[config.mk]
export PLATFORM = sky130hd
export DESIGN_NAME = romulusn_mode_ctrl
export DESIGN_NICKNAME = d
export VERILOG_FILES = /design/src/rtl/romulus_pkg.sv /design/src/rtl/romulus_rc_lfsr2.sv /design/src/rtl/romulusn_mode_ctrl.sv
export SDC_FILE = /design/constraint.sdc
export NUM_CORES = 1
export LEC_CHECK = 0
export BUFFER_PORTS_ARGS = -buffer_cell sky130_fd_sc_hd__buf_2
export CORE_MARGIN = 2
export CORE_UTILIZATION = 52
export DETAILED_ROUTE_END_ITERATION = 8
export PLACE_DENSITY_LB_ADDON = 0.25
export SYNTH_ARGS = -nofsm -noshare
export SYNTH_HDL_FRONTEND = slang
export SYNTH_SLANG_ARGS = --single-unit
[constraint.sdc]
create_clock -name clk -period 2.5 [get_ports clk]
set_input_delay 0.5 -clock clk [delete_from_list [all_inputs] [get_ports clk]]
set_output_delay 0.5 -clock clk [all_outputs]
set_load 0.02 [all_outputs]
[src/rtl/romulus_pkg.sv]
// Shared types and constants for the Romulus-N mode controller.
// Domain bytes, stream type codes and the SKINNY round-constant step.
package romulus_pkg;

  typedef enum logic [3:0] {
    S_IDLE,
    S_LD_KEY,
    S_AD_S,
    S_AD_T,
    S_NONCE,
    S_MSG,
    S_ENC,
    S_RESTORE,
    S_TAG
  } state_e;

  localparam logic [7:0] DOM_AD       = 8'h08;
  localparam logic [7:0] DOM_AD_LAST  = 8'h18;
  localparam logic [7:0] DOM_AD_PAD   = 8'h1A;
  localparam logic [7:0] DOM_MSG      = 8'h04;
  localparam logic [7:0] DOM_MSG_LAST = 8'h14;
  localparam logic [7:0] DOM_MSG_PAD  = 8'h15;

  localparam logic [5:0] RC_INIT = 6'h01;

  localparam logic [1:0] BT_NONCE = 2'b00;
  localparam logic [1:0] BT_AD    = 2'b01;
  localparam logic [1:0] BT_MSG   = 2'b10;

  function automatic logic [5:0] rc_step(input logic [5:0] rc);
    return {rc[4:0], rc[5] ^ rc[4] ^ 1'b1};
  endfunction

endpackage

[src/rtl/romulus_rc_lfsr2.sv]
// SKINNY round-constant LFSR advancing two rounds per enabled cycle.
// rc_o serves round 2k, rc2_o round 2k+1.
module romulus_rc_lfsr2
  import romulus_pkg::*;
(
  input  logic       clk,
  input  logic       rst,
  input  logic       en_i,
  input  logic       load_i,
  output logic [5:0] rc_o,
  output logic [5:0] rc2_o
);

  logic [5:0] rc_q;

  always_ff @(posedge clk) begin
    if (rst || load_i) begin
      rc_q <= RC_INIT;
    end else if (en_i) begin
      rc_q <= rc_step(rc_step(rc_q));
    end
  end

  assign rc_o  = rc_q;
  assign rc2_o = rc_step(rc_q);

endmodule

[src/rtl/romulusn_mode_ctrl.sv]
// Romulus-N control FSM: sequences key/AD/nonce/message/tag transfers
// and SKINNY calls, decoding datapath strobes from state and handshake.
module romulusn_mode_ctrl
  import romulus_pkg::*;
#(
  parameter int ROUND_CYCLES = 20,
  parameter int WORDS        = 4
) (
  input  logic       clk,
  input  logic       rst,
  input  logic       start,
  input  logic       dec_op,
  input  logic       key_valid,
  output logic       key_ready,
  input  logic       bdi_valid,
  output logic       bdi_ready,
  input  logic [1:0] bdi_type,
  input  logic       bdi_last,
  input  logic       bdi_pad,
  output logic       bdo_valid,
  input  logic       bdo_ready,
  output logic       done,
  output logic       srst,
  output logic       senc,
  output logic       sse,
  output logic       xrst,
  output logic       xenc,
  output logic       xse,
  output logic       yrst,
  output logic       yenc,
  output logic       yse,
  output logic       zrst,
  output logic       zenc,
  output logic       zse,
  output logic       erst,
  output logic       correct_cnt,
  output logic       tk1s,
  output logic [5:0] constant,
  output logic [5:0] constant2,
  output logic [7:0] domain,
  output logic [3:0] decrypt
);

  localparam logic [1:0] WLAST = 2'(WORDS - 1);
  localparam logic [4:0] KLAST = 5'(ROUND_CYCLES - 1);

  state_e     state_q, state_d;
  state_e     ret_q, ret_d;
  logic [7:0] dom_q, dom_d;
  logic       done_q, done_d;
  logic [1:0] wcnt_q;
  logic [4:0] k_q;
  logic       dec_q, last_q, pad_q;
  logic       acc, wlast, in_enc, blk_first;

  assign wlast     = (wcnt_q == WLAST);
  assign in_enc    = (state_q == S_ENC);
  assign blk_first = acc && bdi_ready && (wcnt_q == 2'd0);

  always_comb begin
    state_d     = state_q;
    ret_d       = ret_q;
    dom_d       = dom_q;
    done_d      = 1'b0;
    acc         = 1'b0;
    srst        = 1'b0;
    senc        = 1'b0;
    sse         = 1'b0;
    xrst        = 1'b0;
    xenc        = 1'b0;
    xse         = 1'b0;
    yrst        = 1'b0;
    yenc        = 1'b0;
    yse         = 1'b0;
    zrst        = 1'b0;
    zenc        = 1'b0;
    zse         = 1'b0;
    erst        = 1'b0;
    correct_cnt = 1'b0;
    tk1s        = 1'b0;
    key_ready   = 1'b0;
    bdi_ready   = 1'b0;
    bdo_valid   = 1'b0;
    decrypt     = 4'h0;
    if (!rst) begin
      unique case (state_q)
        S_IDLE: begin
          if (start) begin
            srst    = 1'b1;
            zrst    = 1'b1;
            erst    = 1'b1;
            state_d = S_LD_KEY;
          end
        end
        S_LD_KEY: begin
          key_ready = 1'b1;
          acc       = key_valid;
          xse       = acc;
          if (acc && wlast) state_d = S_AD_S;
        end
        S_AD_S: begin
          // A nonce at the head of AD means empty AD: run it unconsumed
          if (wcnt_q == 2'd0 && bdi_valid
              && bdi_type == BT_NONCE) begin
            dom_d   = DOM_AD_PAD;
            ret_d   = S_NONCE;
            state_d = S_ENC;
          end else begin
            bdi_ready = 1'b1;
            acc       = bdi_valid;
            sse       = acc;
            if (acc && wlast) begin
              if (last_q) begin
                dom_d   = pad_q ? DOM_AD_PAD : DOM_AD_LAST;
                ret_d   = S_NONCE;
                state_d = S_ENC;
              end else begin
                state_d = S_AD_T;
              end
            end
          end
        end
        S_AD_T: begin
          bdi_ready = 1'b1;
          tk1s      = 1'b1;
          acc       = bdi_valid;
          yse       = acc;
          if (acc && wlast) begin
            dom_d   = last_q ? DOM_AD_LAST : DOM_AD;
            ret_d   = last_q ? S_NONCE : S_AD_S;
            state_d = S_ENC;
          end
        end
        S_NONCE: begin
          bdi_ready = 1'b1;
          acc       = bdi_valid;
          yse       = acc;
          if (acc && wlast) state_d = S_MSG;
        end
        S_MSG: begin
          bdi_ready = bdo_ready;
          bdo_valid = bdi_valid;
          acc       = bdi_valid && bdo_ready;
          sse       = acc;
          decrypt   = {4{dec_q}};
          if (acc && wlast) begin
            if (last_q) begin
              dom_d = pad_q ? DOM_MSG_PAD : DOM_MSG_LAST;
            end else begin
              dom_d = DOM_MSG;
            end
            ret_d   = last_q ? S_TAG : S_MSG;
            state_d = S_ENC;
          end
        end
        S_ENC: begin
          senc = 1'b1;
          xenc = 1'b1;
          yenc = 1'b1;
          zenc = 1'b1;
          if (k_q == KLAST) state_d = S_RESTORE;
        end
        S_RESTORE: begin
          xrst        = 1'b1;
          yrst        = 1'b1;
          zrst        = 1'b1;
          correct_cnt = 1'b1;
          state_d     = ret_q;
        end
        S_TAG: begin
          bdo_valid = 1'b1;
          acc       = bdo_ready;
          sse       = acc;
          if (acc && wlast) begin
            done_d  = 1'b1;
            state_d = S_IDLE;
          end
        end
        default: state_d = S_IDLE;
      endcase
    end
  end

  always_ff @(posedge clk) begin
    if (rst) begin
      state_q <= S_IDLE;
      ret_q   <= S_IDLE;
      dom_q   <= 8'h00;
      done_q  <= 1'b0;
      wcnt_q  <= 2'd0;
      k_q     <= 5'd0;
      dec_q   <= 1'b0;
      last_q  <= 1'b0;
      pad_q   <= 1'b0;
    end else begin
      state_q <= state_d;
      ret_q   <= ret_d;
      dom_q   <= dom_d;
      done_q  <= done_d;
      if (state_q == S_IDLE && start) dec_q <= dec_op;
      if (acc) wcnt_q <= wcnt_q + 2'd1;
      if (in_enc) k_q <= (k_q == KLAST) ? 5'd0 : k_q + 5'd1;
      if (blk_first) begin
        last_q <= bdi_last;
        pad_q  <= bdi_pad;
      end
    end
  end

  romulus_rc_lfsr2 u_rc (
    .clk   (clk),
    .rst   (rst),
    .en_i  (in_enc),
    .load_i(in_enc && k_q == KLAST),
    .rc_o  (constant),
    .rc2_o (constant2)
  );

  assign done   = done_q;
  assign domain = dom_q;

endmodule

=== After elaboration in Yosys (flattened, before gate mapping) ===
Cells that the tools add are included.

* Bits in registers: 33
* Input bits: 11
* Output and inout port bits: 43
* Word-level logic and storage cells: 116

* $add $sub $neg: 2
* Equality and inequality tests: 19
* Mux-type cells: 60
* Bitwise logic cells: 5
* Reductions and logical operators: 20

{| class="wikitable"
|+ Operators by type and width
! cell !! count
|-
| 4-bit 2-to-1 mux || 17
|-
| 8-bit 2-to-1 mux || 5
|-
| 4-bit one-hot mux with 9 select lines || 1
|-
| 1-bit 2-to-1 mux || 24
|-
| 8-bit one-hot mux with 3 select lines || 1
|-
| 4-bit by 3-bit equality test with 1-bit output, second input constant || 4
|-
| 5-bit 2-to-1 mux || 3
|-
| 2-bit inequality test, second input constant || 6
|-
| 4-bit one-hot mux with 3 select lines || 1
|-
| 1-bit logical AND || 11
|-
| 4-bit by 2-bit equality test with 1-bit output, second input constant || 2
|-
| 8-bit AND reduction || 1
|-
| 3-bit 2-to-1 mux || 2
|-
| 3-bit inequality test, second input constant || 2
|-
| 1-bit one-hot mux with 3 select lines || 2
|-
| 5-bit by 1-bit adder with 5-bit output, second input constant || 1
|-
| 5-bit equality test, second input constant || 1
|-
| 1-bit one-hot mux with 5 select lines || 1
|-
| 5-bit AND reduction || 1
|-
| 4-bit by 1-bit equality test with 1-bit output, second input constant || 1
|-
| 4-bit equality test, second input constant || 1
|-
| 2-bit zero test || 2
|-
| 4-bit zero test || 1
|-
| 1-bit one-hot mux with 2 select lines || 2
|-
| other kinds (9) || 13
|}

=== Longest topological paths before layout ===
Gate-level depths: netlist of run 1.

* Depth in word-level cells: 8
* Gate-level depth with buffers: 8
* Depth with buffers taken out: 7

=== Modules after synthesis ===
Synthesis of run 1 repeated with hierarchy kept, for this count alone.

* Cells, all modules: 235
* Area total of the unflattened synthesis: 1973.1 um^2

{| class="wikitable"
|+ Modules (own cells, without submodules)
! module !! instances !! cells an instance !! area each (um^2) !! seq. area each (um^2)
|-
| romulusn_mode_ctrl || 1 || 207 || 1680.4 || 480.5
|-
| romulus_rc_lfsr2 || 1 || 28 || 292.8 || 120.1
|}

=== Worst setup path before layout of run 1 ===
OpenSTA, ideal clock, no wires.

* Kind: reg-to-output
* Start: register state_q[2]
* End: output port sse
* Arrival time: 1.880 ns
* Data required time: 2.000 ns
* Path slack: 0.120 ns
* Cell stages (with the launch flop): 5
* Path buffers: 1
* Cell sequence: dfxtp_1 -> buf_4 -> or3b_2 -> or2_2 -> a311oi_1

* Word-level cells in the longest chain between the ends: 3
* Elaborated cells on any way between the ends: 5
* Classes of those cells: eq/ne: 3; mux: 2

{| class="wikitable"
|+ Ends and longest elaborated chain
! what !! line !! text
|-
| from (decl) || romulusn_mode_ctrl.sv:47 || <nowiki>state_e state_q, state_d;</nowiki>
|-
| from (signal assigned) || romulusn_mode_ctrl.sv:196 || <nowiki>state_q <= state_d;</nowiki>
|-
| 4-bit equality test, or another cell as far along || romulusn_mode_ctrl.sv:86 || <nowiki>unique case (state_q)</nowiki>
|-
| 1-bit one-hot mux with 3 select lines * || romulusn_mode_ctrl.sv:86 ||
|-
| 1-bit 2-to-1 mux * || romulusn_mode_ctrl.sv:85 || <nowiki>if (!rst) begin</nowiki>
|-
| to (decl) || romulusn_mode_ctrl.sv:25 || <nowiki>output logic sse,</nowiki>
|}

Every way passes the cells marked *; elsewhere a longest branch is shown, timed or not.

=== Worst setup path after layout of run 1 ===
* Start: register wcnt_q[0]
* End: output port bdi_ready

* Word-level cells in the longest chain between the ends: 6

{| class="wikitable"
|+ Ends and longest elaborated chain
! what !! line !! text
|-
| from (decl) || romulusn_mode_ctrl.sv:51 || <nowiki>logic [1:0] wcnt_q;</nowiki>
|-
| from (signal assigned) || romulusn_mode_ctrl.sv:201 || <nowiki>if (acc) wcnt_q <= wcnt_q + 2'd1;</nowiki>
|-
| 2-bit zero test || romulusn_mode_ctrl.sv:103 || <nowiki>if (wcnt_q == 2'd0 && bdi_valid</nowiki>
|-
| 1-bit logical AND || romulusn_mode_ctrl.sv:103 ||
|-
| 1-bit logical AND || romulusn_mode_ctrl.sv:104 || <nowiki>&& bdi_type == BT_NONCE) begin</nowiki>
|-
| 1-bit 2-to-1 mux || romulusn_mode_ctrl.sv:103 ||
|-
| 1-bit one-hot mux with 3 select lines || romulusn_mode_ctrl.sv:86 ||
|-
| 1-bit 2-to-1 mux || romulusn_mode_ctrl.sv:85 ||
|-
| to (decl) || romulusn_mode_ctrl.sv:16 || <nowiki>output logic bdi_ready,</nowiki>
|}

Every way passes these cells.

==> qor.csv, run 1 <==
stage,metric,value,unit
detailed_routing,wire length on met1,2074,um
worst_setup_path,worst stage delay on the critical path,0.42,ns
sta,Worst Hold Slack,0.4559,ns
finish,Area Overhead vs Synth,18.99,%
worst_setup_path,critical path class,reg2out,
finish,"commonest non-fill, non-tap cell in the layout",buf_2,
worst_setup_path,critical path required time,2.00,ns
placed_design,placed cells,330,
clock_tree,clock transition at the registers of the reported paths,0.06,ns
global_routing,All-Layer GR Usage,23.47,%
clock_tree,H-tree Lvls,2,
outcome,status,finished clean,
detailed_routing,initial drt markers,212,
detailed_routing,DR vias/cell,5.624,
placed_design,gpl congestion,0.8614,
global_routing,pin count of the biggest net entering global routing,17,
detailed_routing,drt total wl,4734,um
yosys,Yosys warning count,0,
global_routing,first-pass GRT wire length,7645,um
floorplan,row cnt,22,
yosys,Post-synth ARST share,0,%
detailed_routing,metal3 WL,291,um
worst_setup_path,WP data arrival,1.93,ns
yosys,Synth cell types,53,
sta,min cycle time layout,2.433,ns
clock_tree,cts hold-fix bufs,0,
clock_tree,clock root buffer,clkbuf_8,
finish,fin nets,303,
detailed_routing,met2 WL,2275,um
worst_setup_path,CP Launch Type,flop,
power,Leak,0.9897,nW
yosys,"EDFF count, synth",0,
yosys,most common flop cell mapped by yosys,dfxtp_1,
sta,sum of negative setup slack,0,ns
power,pwr/cell area,664.4,nW/um^2
finish,Ant. Diodes,0,
floorplan,I/O pin total,54,
finish,"commonest non-fill, non-tap cells in the layout","buf_2 (48), dfxtp_1 (28), nand2_1 (25)",
power,maximum VDD drop,0.4381,mV
detailed_routing,top sig layer,met4,
worst_setup_path,Critical-path top delay cell,a2111o_1,
global_routing,initial antenna violation count,0,
placed_design,Final HPWL DP,3521,um
flow_run,Max-Cap Viols,0,
worst_setup_path,crit end category,primary output,
worst_setup_path,"Max FO, Critical Path",6,
placed_design,dpl ws,0.1942,ns
min_path,Hold Crit Start,dec_op,
sta,final setup vio count,0,
worst_setup_path,start point of the critical path,wcnt_q[0]$_SDFFE_PP0P_,
global_routing,gr ovfl total,0,
yosys,Post-Syn Area,1911,um^2
detailed_routing,via count,1901,
worst_setup_path,"Critical Path, Cell by Cell",inv_1 -> ha_1 -> and4bb_2 -> a2111o_1 -> nor2_1 -> buf_4,
clock_tree,CTS tree,yes,
sta,final setup margin,0.06729,ns
global_routing,vias in the first global route,1693,
detailed_routing,wire per inst,14.01,um
clock_tree,clk_lat worst skew,0.28,ns
sta,"Slew Viols, Final",0,
finish,non-filler instance count after layout,338,
sta,Max Freq,411.1,MHz
detailed_routing,ANT nets after route,0,
floorplan,starting density of the core,52.98,%
detailed_routing,first-pass detailed-route iteration total,4,
sta,Slew @ Worst Pin,0.5907,ns
floorplan,core area,3606,um^2
finish,ratio of cells with drive above 1 in the final layout,31.72,%
sta,Final Hold Vio Count,0,
sta,RSZ-0062 raised after global routing,false,
clock_tree,number of setup buffers added after CTS,0,
detailed_routing,DRC,0,
clock_tree,number of buffers created by CTS,5,
floorplan,die area,4175,um^2
clock_tree,Sink Count,30,
sta,Max-slew headroom,60.07,%
placed_design,IO buf count,49,
yosys,"flops & latches, synth",30,
floorplan,chip width,64.62,um
yosys,sequential share of the synthesized area,31.43,%
yosys,average cell area after synthesis,7.767,um^2
clock_tree,clk buf depth,2,
floorplan,chip height,64.62,um
yosys,Post-Syn Instances,246,
worst_setup_path,worst r2r src,wcnt_q[0]$_SDFFE_PP0P_,
min_path,Min-Delay Path Class,in2reg,
sta,period utilization,97.31,%
sta,skew final,0.006029,ns
==> worst paths after layout <==
path / end / slack [ns] / cells after the start
hold / removal: dec_q$_SDFFE_PP0P_ / 0.46 / 3
setup reg to reg: last_q$_SDFFE_PP0P_ / 0.24 / 7
hold reg to reg: ret_q[0]$_SDFFE_PP0P_ / 0.48 / 2
setup / recovery: bdi_ready / 0.07 / 6
==> timing repair <==
action / in CTS / in global routing
pin swaps: 0 / 1
resized for setup: 1 / 8
endpoints found under the setup margin: 1 / 5
==> metrics by stage <==
stage | area (um^2) | power, mW | util (%)
after global placement | 2156 | 1.096 | 59.78
after detailed placement | 2156 | 1.100 | 59.78
after global routing | 2273 | 1.591 | 63.05
final | 2273 | 1.510 | 63.05
after floorplan | 1922 | 0.9408 | -
after CTS | 2248 | 1.508 | 62.35
==> flip-flops by register name (all words and copies together), names as in the netlist <==
signal and flops:
u_rc.rc_o 6, domain 5, k_q 5, dec_q 1, wcnt_q 2, state_q 4
done 1, pad_q 1, ret_q 4, last_q 1
==> metal layers <==
metal | GRT usage, % | vias up
met5 | 0 | -
met1 | 29.59 | 875
met4 | 9.840 | 0
met3 | 4.167 | 9
li1 | - | 947
met2 | 39.45 | 70
==> cell usage after synthesis (2+ instances only) <==
| library cell | n | share of area (%) |
|---|---|---|
| and3_1 | 4 | 1.3 |
| nor3_1 | 9 | 2.4 |
| nor4_1 | 2 | 0.65 |
| nor3b_1 | 3 | 1.2 |
| mux2_2 | 2 | 1.2 |
| mux2i_1 | 5 | 2.6 |
| xnor2_1 | 2 | 0.92 |
| a22oi_1 | 2 | 0.79 |
| nor4bb_1 | 2 | 1.0 |
| and2_1 | 2 | 0.65 |
| nand2_1 | 25 | 4.9 |
| nand3_1 | 9 | 2.4 |
| buf_2 | 3 | 0.79 |
| buf_4 | 19 | 7.5 |
| o211ai_1 | 4 | 1.6 |
| xor2_1 | 3 | 1.4 |
| a31o_2 | 4 | 1.8 |
| nor2_1 | 21 | 4.1 |
| nand4_1 | 2 | 0.65 |
| o21ai_0 | 12 | 3.1 |
| ha_1 | 3 | 2.0 |
| a21oi_1 | 24 | 6.3 |
| or4_1 | 2 | 0.79 |
| dfxtp_1 | 30 | 31 |
| nor2b_1 | 5 | 1.6 |
| or2_2 | 3 | 0.98 |
| nand2b_1 | 2 | 0.65 |
| clkbuf_1 | 11 | 2.2 |
| a21o_1 | 2 | 0.79 |
| nand3b_1 | 2 | 0.79 |
| inv_1 | 4 | 0.79 |
| nor4b_1 | 2 | 0.92 |
==> power breakdown <==
| group | internal, mW | switching [mW] | leakage (nW) |
|---|---|---|---|
| registers | 0.508 | 0.0262 | 0.243 |
| clock network | 0.222 | 0.182 | 0.0482 |
| logic | 0.237 | 0.335 | 0.698 |
| total | 0.967 | 0.544 | 0.990 |
==> final cells by class <==
class / instances / area [um^2]
Clock buffer: 7 / 86.33
Clock inverter: 1 / 5.005
Fill cell: 346 / 1333
Inverter: 5 / 18.77
Multi-Input combinational cell: 181 / 1122
Sequential cell: 30 / 605.6
Tap cell: 48 / 60.06
Timing Repair Buffer: 66 / 375.4
==> critical path: cells and delay by family, from the launching register on <==
kind            cells  cell delay, ns
compound gates      1            0.42
simple gates        2            0.41
fa+ha+maj           1            0.22
buf+inv             2            0.22
flops               1            0.38
==> kinds of logic after synthesis <==
| group | synth area share, % |
|---|---|
| simple gates | 29.93 |
| compound gates | 18.99 |
| buf+inv | 11.39 |
| flops | 31.43 |
| mux | 3.798 |
| xor+xnor | 2.292 |
| fa+ha+maj | 1.965 |
| other cells | 0.1963 |
(Power assumes the default switching activity.)
==> inputs of run 2 (changes only) <==
--- a/config.mk
+++ b/config.mk
@@ -5,8 +5,9 @@
 export SDC_FILE = /design/constraint.sdc
 export NUM_CORES = 1
 export LEC_CHECK = 0
+export ABC_AREA = 1
 export BUFFER_PORTS_ARGS = -buffer_cell sky130_fd_sc_hd__buf_2
-export CORE_MARGIN = 2
+export CORE_MARGIN = 10
 export CORE_UTILIZATION = 52
 export DETAILED_ROUTE_END_ITERATION = 8
 export PLACE_DENSITY_LB_ADDON = 0.25
==> run 2 against run 1 <==
Compared with the run above: routed wire length shrank 6.7%; clock power fell by 29%; critical path depth decreased by 1; sequential cell count unchanged; power decreased by 4.6%; utilization down 1.9 points; register-to-register slack better by 0.52 ns; worst hold slack improved by 0.0022 ns; sequential share of layout area up 2.3 points; final cell count up 8.0%; largest cell class unchanged.
==> qor.csv, run 2 <==
stage,metric,value,unit,change
global_routing,All-Layer GR Usage,13.94,%,was 23.47%
clock_tree,Sink Count,30,,unchanged
global_routing,pin count of the biggest net entering global routing,27,,was 17
placed_design,gpl congestion,0.9421,,was 0.8614
finish,Ant. Diodes,0,,unchanged
placed_design,dpl ws,0.5908,ns,was 0.1942 ns
clock_tree,CTS tree,yes,,unchanged
detailed_routing,initial drt markers,72,,was 212
power,pwr/cell area,695.5,nW/um^2,was 664.4 nW/um^2
yosys,Post-synth ARST share,0,%,unchanged
global_routing,initial antenna violation count,0,,unchanged
worst_setup_path,critical path required time,2.00,ns,about the same
worst_setup_path,CP Launch Type,flop,,unchanged
sta,period utilization,88.96,%,was 97.31%
yosys,average cell area after synthesis,6.552,um^2,was 7.767 um^2
outcome,status,finished clean,,unchanged
finish,Area Overhead vs Synth,11.74,%,was 18.99%
worst_setup_path,"Max FO, Critical Path",6,,unchanged
clock_tree,number of setup buffers added after CTS,0,,unchanged
flow_run,Max-Cap Viols,0,,unchanged
placed_design,IO buf count,49,,unchanged
floorplan,core area,3390,um^2,was 3606 um^2
detailed_routing,ANT nets after route,0,,unchanged
sta,final setup margin,0.2759,ns,was 0.06729 ns
yosys,"top cells by area, synth","dfxtp_1 (32%), nand2_1 (12%), buf_4 (7.7%), nor2_1 (7.7%), a21oi_1 (6.2%)",,"was dfxtp_1 (31%), buf_4 (7.5%), a21oi_1 (6.3%), nand2_1 (4.9%), nor2_1 (4.1%)"
yosys,Synth top cells by count,"nand2_1 (59), nor2_1 (38), dfxtp_1 (30), inv_1 (30), a21oi_1 (23)",,"was dfxtp_1 (30), nand2_1 (25), a21oi_1 (24)"
clock_tree,clock root buffer,clkbuf_4,,was clkbuf_8
detailed_routing,DRC,0,,unchanged
placed_design,Area after DPL,2021,um^2,was 2156 um^2
sta,sum of negative setup slack,0,ns,unchanged
yosys,Synth top area share,32.39,%,was 31.43%
yosys,Yosys warning count,0,,unchanged
detailed_routing,DR vias/cell,4.986,,was 5.624
finish,"commonest non-fill, non-tap cells in the layout","nand2_1 (59), buf_2 (49), nor2_1 (38)",,"was buf_2 (48), dfxtp_1 (28), nand2_1 (25)"
detailed_routing,wire per inst,12.11,um,was 14.01 um
worst_setup_path,crit end category,primary output,,unchanged
global_routing,GR Util met1,17.76,%,was 29.59%
yosys,Post-Syn Area,1854,um^2,was 1911 um^2
yosys,sequential share of the synthesized area,32.39,%,was 31.43%
global_routing,met3 Use GR,5.968,%,was 4.167%
yosys,"flops & latches, synth",30,,unchanged
floorplan,I/O pin total,54,,unchanged
power,Leak,1.059,nW,was 0.9897 nW
clock_tree,Post-CTS Resized,0,,was 1
yosys,Synth cell types,26,,was 53
finish,final instance area,2072,um^2,was 2273 um^2
worst_setup_path,Critical-path top delay cell,dfxtp_1,,was a2111o_1
floorplan,row cnt,21,,was 22
global_routing,Most Crowded Layer GR,met2,,unchanged
floorplan,die area,6354,um^2,was 4175 um^2
sta,min cycle time layout,2.224,ns,was 2.433 ns
worst_setup_path,WP data arrival,1.72,ns,was 1.93 ns
clock_tree,cts hold-fix bufs,0,,unchanged
finish,max FFs per register,6,,unchanged
global_routing,first-pass GRT wire length,7279,um,was 7645 um
finish,filler instances,337,,was 346
clock_tree,number of buffers created by CTS,5,,unchanged
sta,final setup vio count,0,,unchanged
yosys,Post-Syn Instances,283,,was 246
yosys,"EDFF count, synth",0,,unchanged
power,maximum VDD drop,0.3785,mV,was 0.4381 mV
min_path,Min-Delay Path Class,in2reg,,unchanged
sta,RSZ-0062 raised after global routing,false,,unchanged
clock_tree,clk buf depth,2,,unchanged
sta,Max Freq,449.6,MHz,was 411.1 MHz
global_routing,vias in the first global route,1610,,was 1693
worst_setup_path,worst stage delay on the critical path,0.49,ns,was 0.42 ns
yosys,most common flop cell mapped by yosys,dfxtp_1,,unchanged
power,Tot Pwr,1.441,mW,was 1.510 mW
worst_setup_path,Critical Path Most Common Cell,nor2_1,,
detailed_routing,drt total wl,4419,um,was 4734 um
floorplan,chip width,79.72,um,was 64.62 um
detailed_routing,via count,1820,,was 1901
yosys,most frequent cell after synthesis,nand2_1,,was dfxtp_1
worst_setup_path,"Critical Path, Cell by Cell",nand2_2 -> nor2_1 -> inv_1 -> nor2_1 -> buf_2,,was inv_1 -> ha_1 -> and4bb_2 -> a2111o_1 -> nor2_1 -> buf_4
yosys,"area leader, netlist",dfxtp_1,,unchanged
floorplan,chip height,79.72,um,was 64.62 um
global_routing,gr ovfl total,0,,unchanged
floorplan,starting density of the core,54.71,%,was 52.98%
sta,skew final,0.01091,ns,was 0.006029 ns
finish,"commonest non-fill, non-tap cell in the layout",nand2_1,,was buf_2
finish,fin nets,334,,was 303
clock_tree,clock transition at the registers of the reported paths,0.10,ns,was 0.06 ns
clock_tree,H-tree Lvls,2,,unchanged
detailed_routing,first-pass detailed-route iteration total,4,,unchanged
worst_setup_path,critical path class,reg2out,,unchanged
sta,"Slew Viols, Final",0,,unchanged
finish,ratio of cells with drive above 1 in the final layout,26.65,%,was 31.72%
sta,Final Hold Vio Count,0,,unchanged
placed_design,Final HPWL DP,3489,um,was 3521 um
clock_tree,clk_lat worst skew,0.33,ns,was 0.28 ns
global_routing,M2 GR Usage,20.55,%,was 39.45%
run 2: worst paths after layout:
path	slack, ns	cells after the start	startpoint	end
worst max-delay path	0.28	5	state_q[1]$_SDFFE_PP0P_	xrst
worst min-delay path	0.46	3	dec_op	dec_q$_SDFFE_PP0P_
worst max register to register	0.76	11	state_q[3]$_SDFFE_PP0P_	state_q[2]$_SDFFE_PP0P_
worst min register to register	0.46	2	dec_q$_SDFFE_PP0P_	dec_q$_SDFFE_PP0P_
run 2: per-stage QoR:
stage	util, %	std cells	hold WS (ns)
2_1_floorplan	-	286	0.4308
3_3_place_gp	59.62	359	0.4428
3_5_place_dp	59.62	359	0.4508
4_1_cts	61.13	365	0.4601
5_1_grt	61.13	365	0.4575
6_report	61.13	365	0.4580
run 2: cells by family after synthesis:
group	share of synthesized area [%]
flops	32.39
fa+ha+maj	2.025
buf+inv	15.65
compound gates	12.89
xor+xnor	0.9448
other cells	0.2022
simple gates	35.90
run 2: cell type report:
class                           instances  area, um^2  area share (%)
Clock buffer                            6       51.30           2.476
Inverter                               34       127.6           6.159
Multi-Input combinational cell        198       974.7           47.04
Sequential cell                        30       600.6           28.99
Tap cell                               46       57.56           2.778
Timing Repair Buffer                   51       260.3           12.56
run 2: routing by layer:
metal,vias to the layer above,wire length [um]
met5,-,0
met4,0,41
met3,4,378
met2,64,1966
met1,800,2032
li1,952,-
run 2: power breakdown:
part / leakage, nW / switching [mW] / internal (mW)
clock: 0.0302 / 0.161 / 0.127
sequential: 0.243 / 0.0415 / 0.525
combinational: 0.786 / 0.399 / 0.189
total: 1.06 / 0.601 / 0.840
run 2: critical path, delay by kind of cell (launching register included):
kind                   cells  cell delay (ns)
AND/OR/NAND/NOR            3             0.57
flip-flops                 1             0.49
buffers and inverters      2             0.34
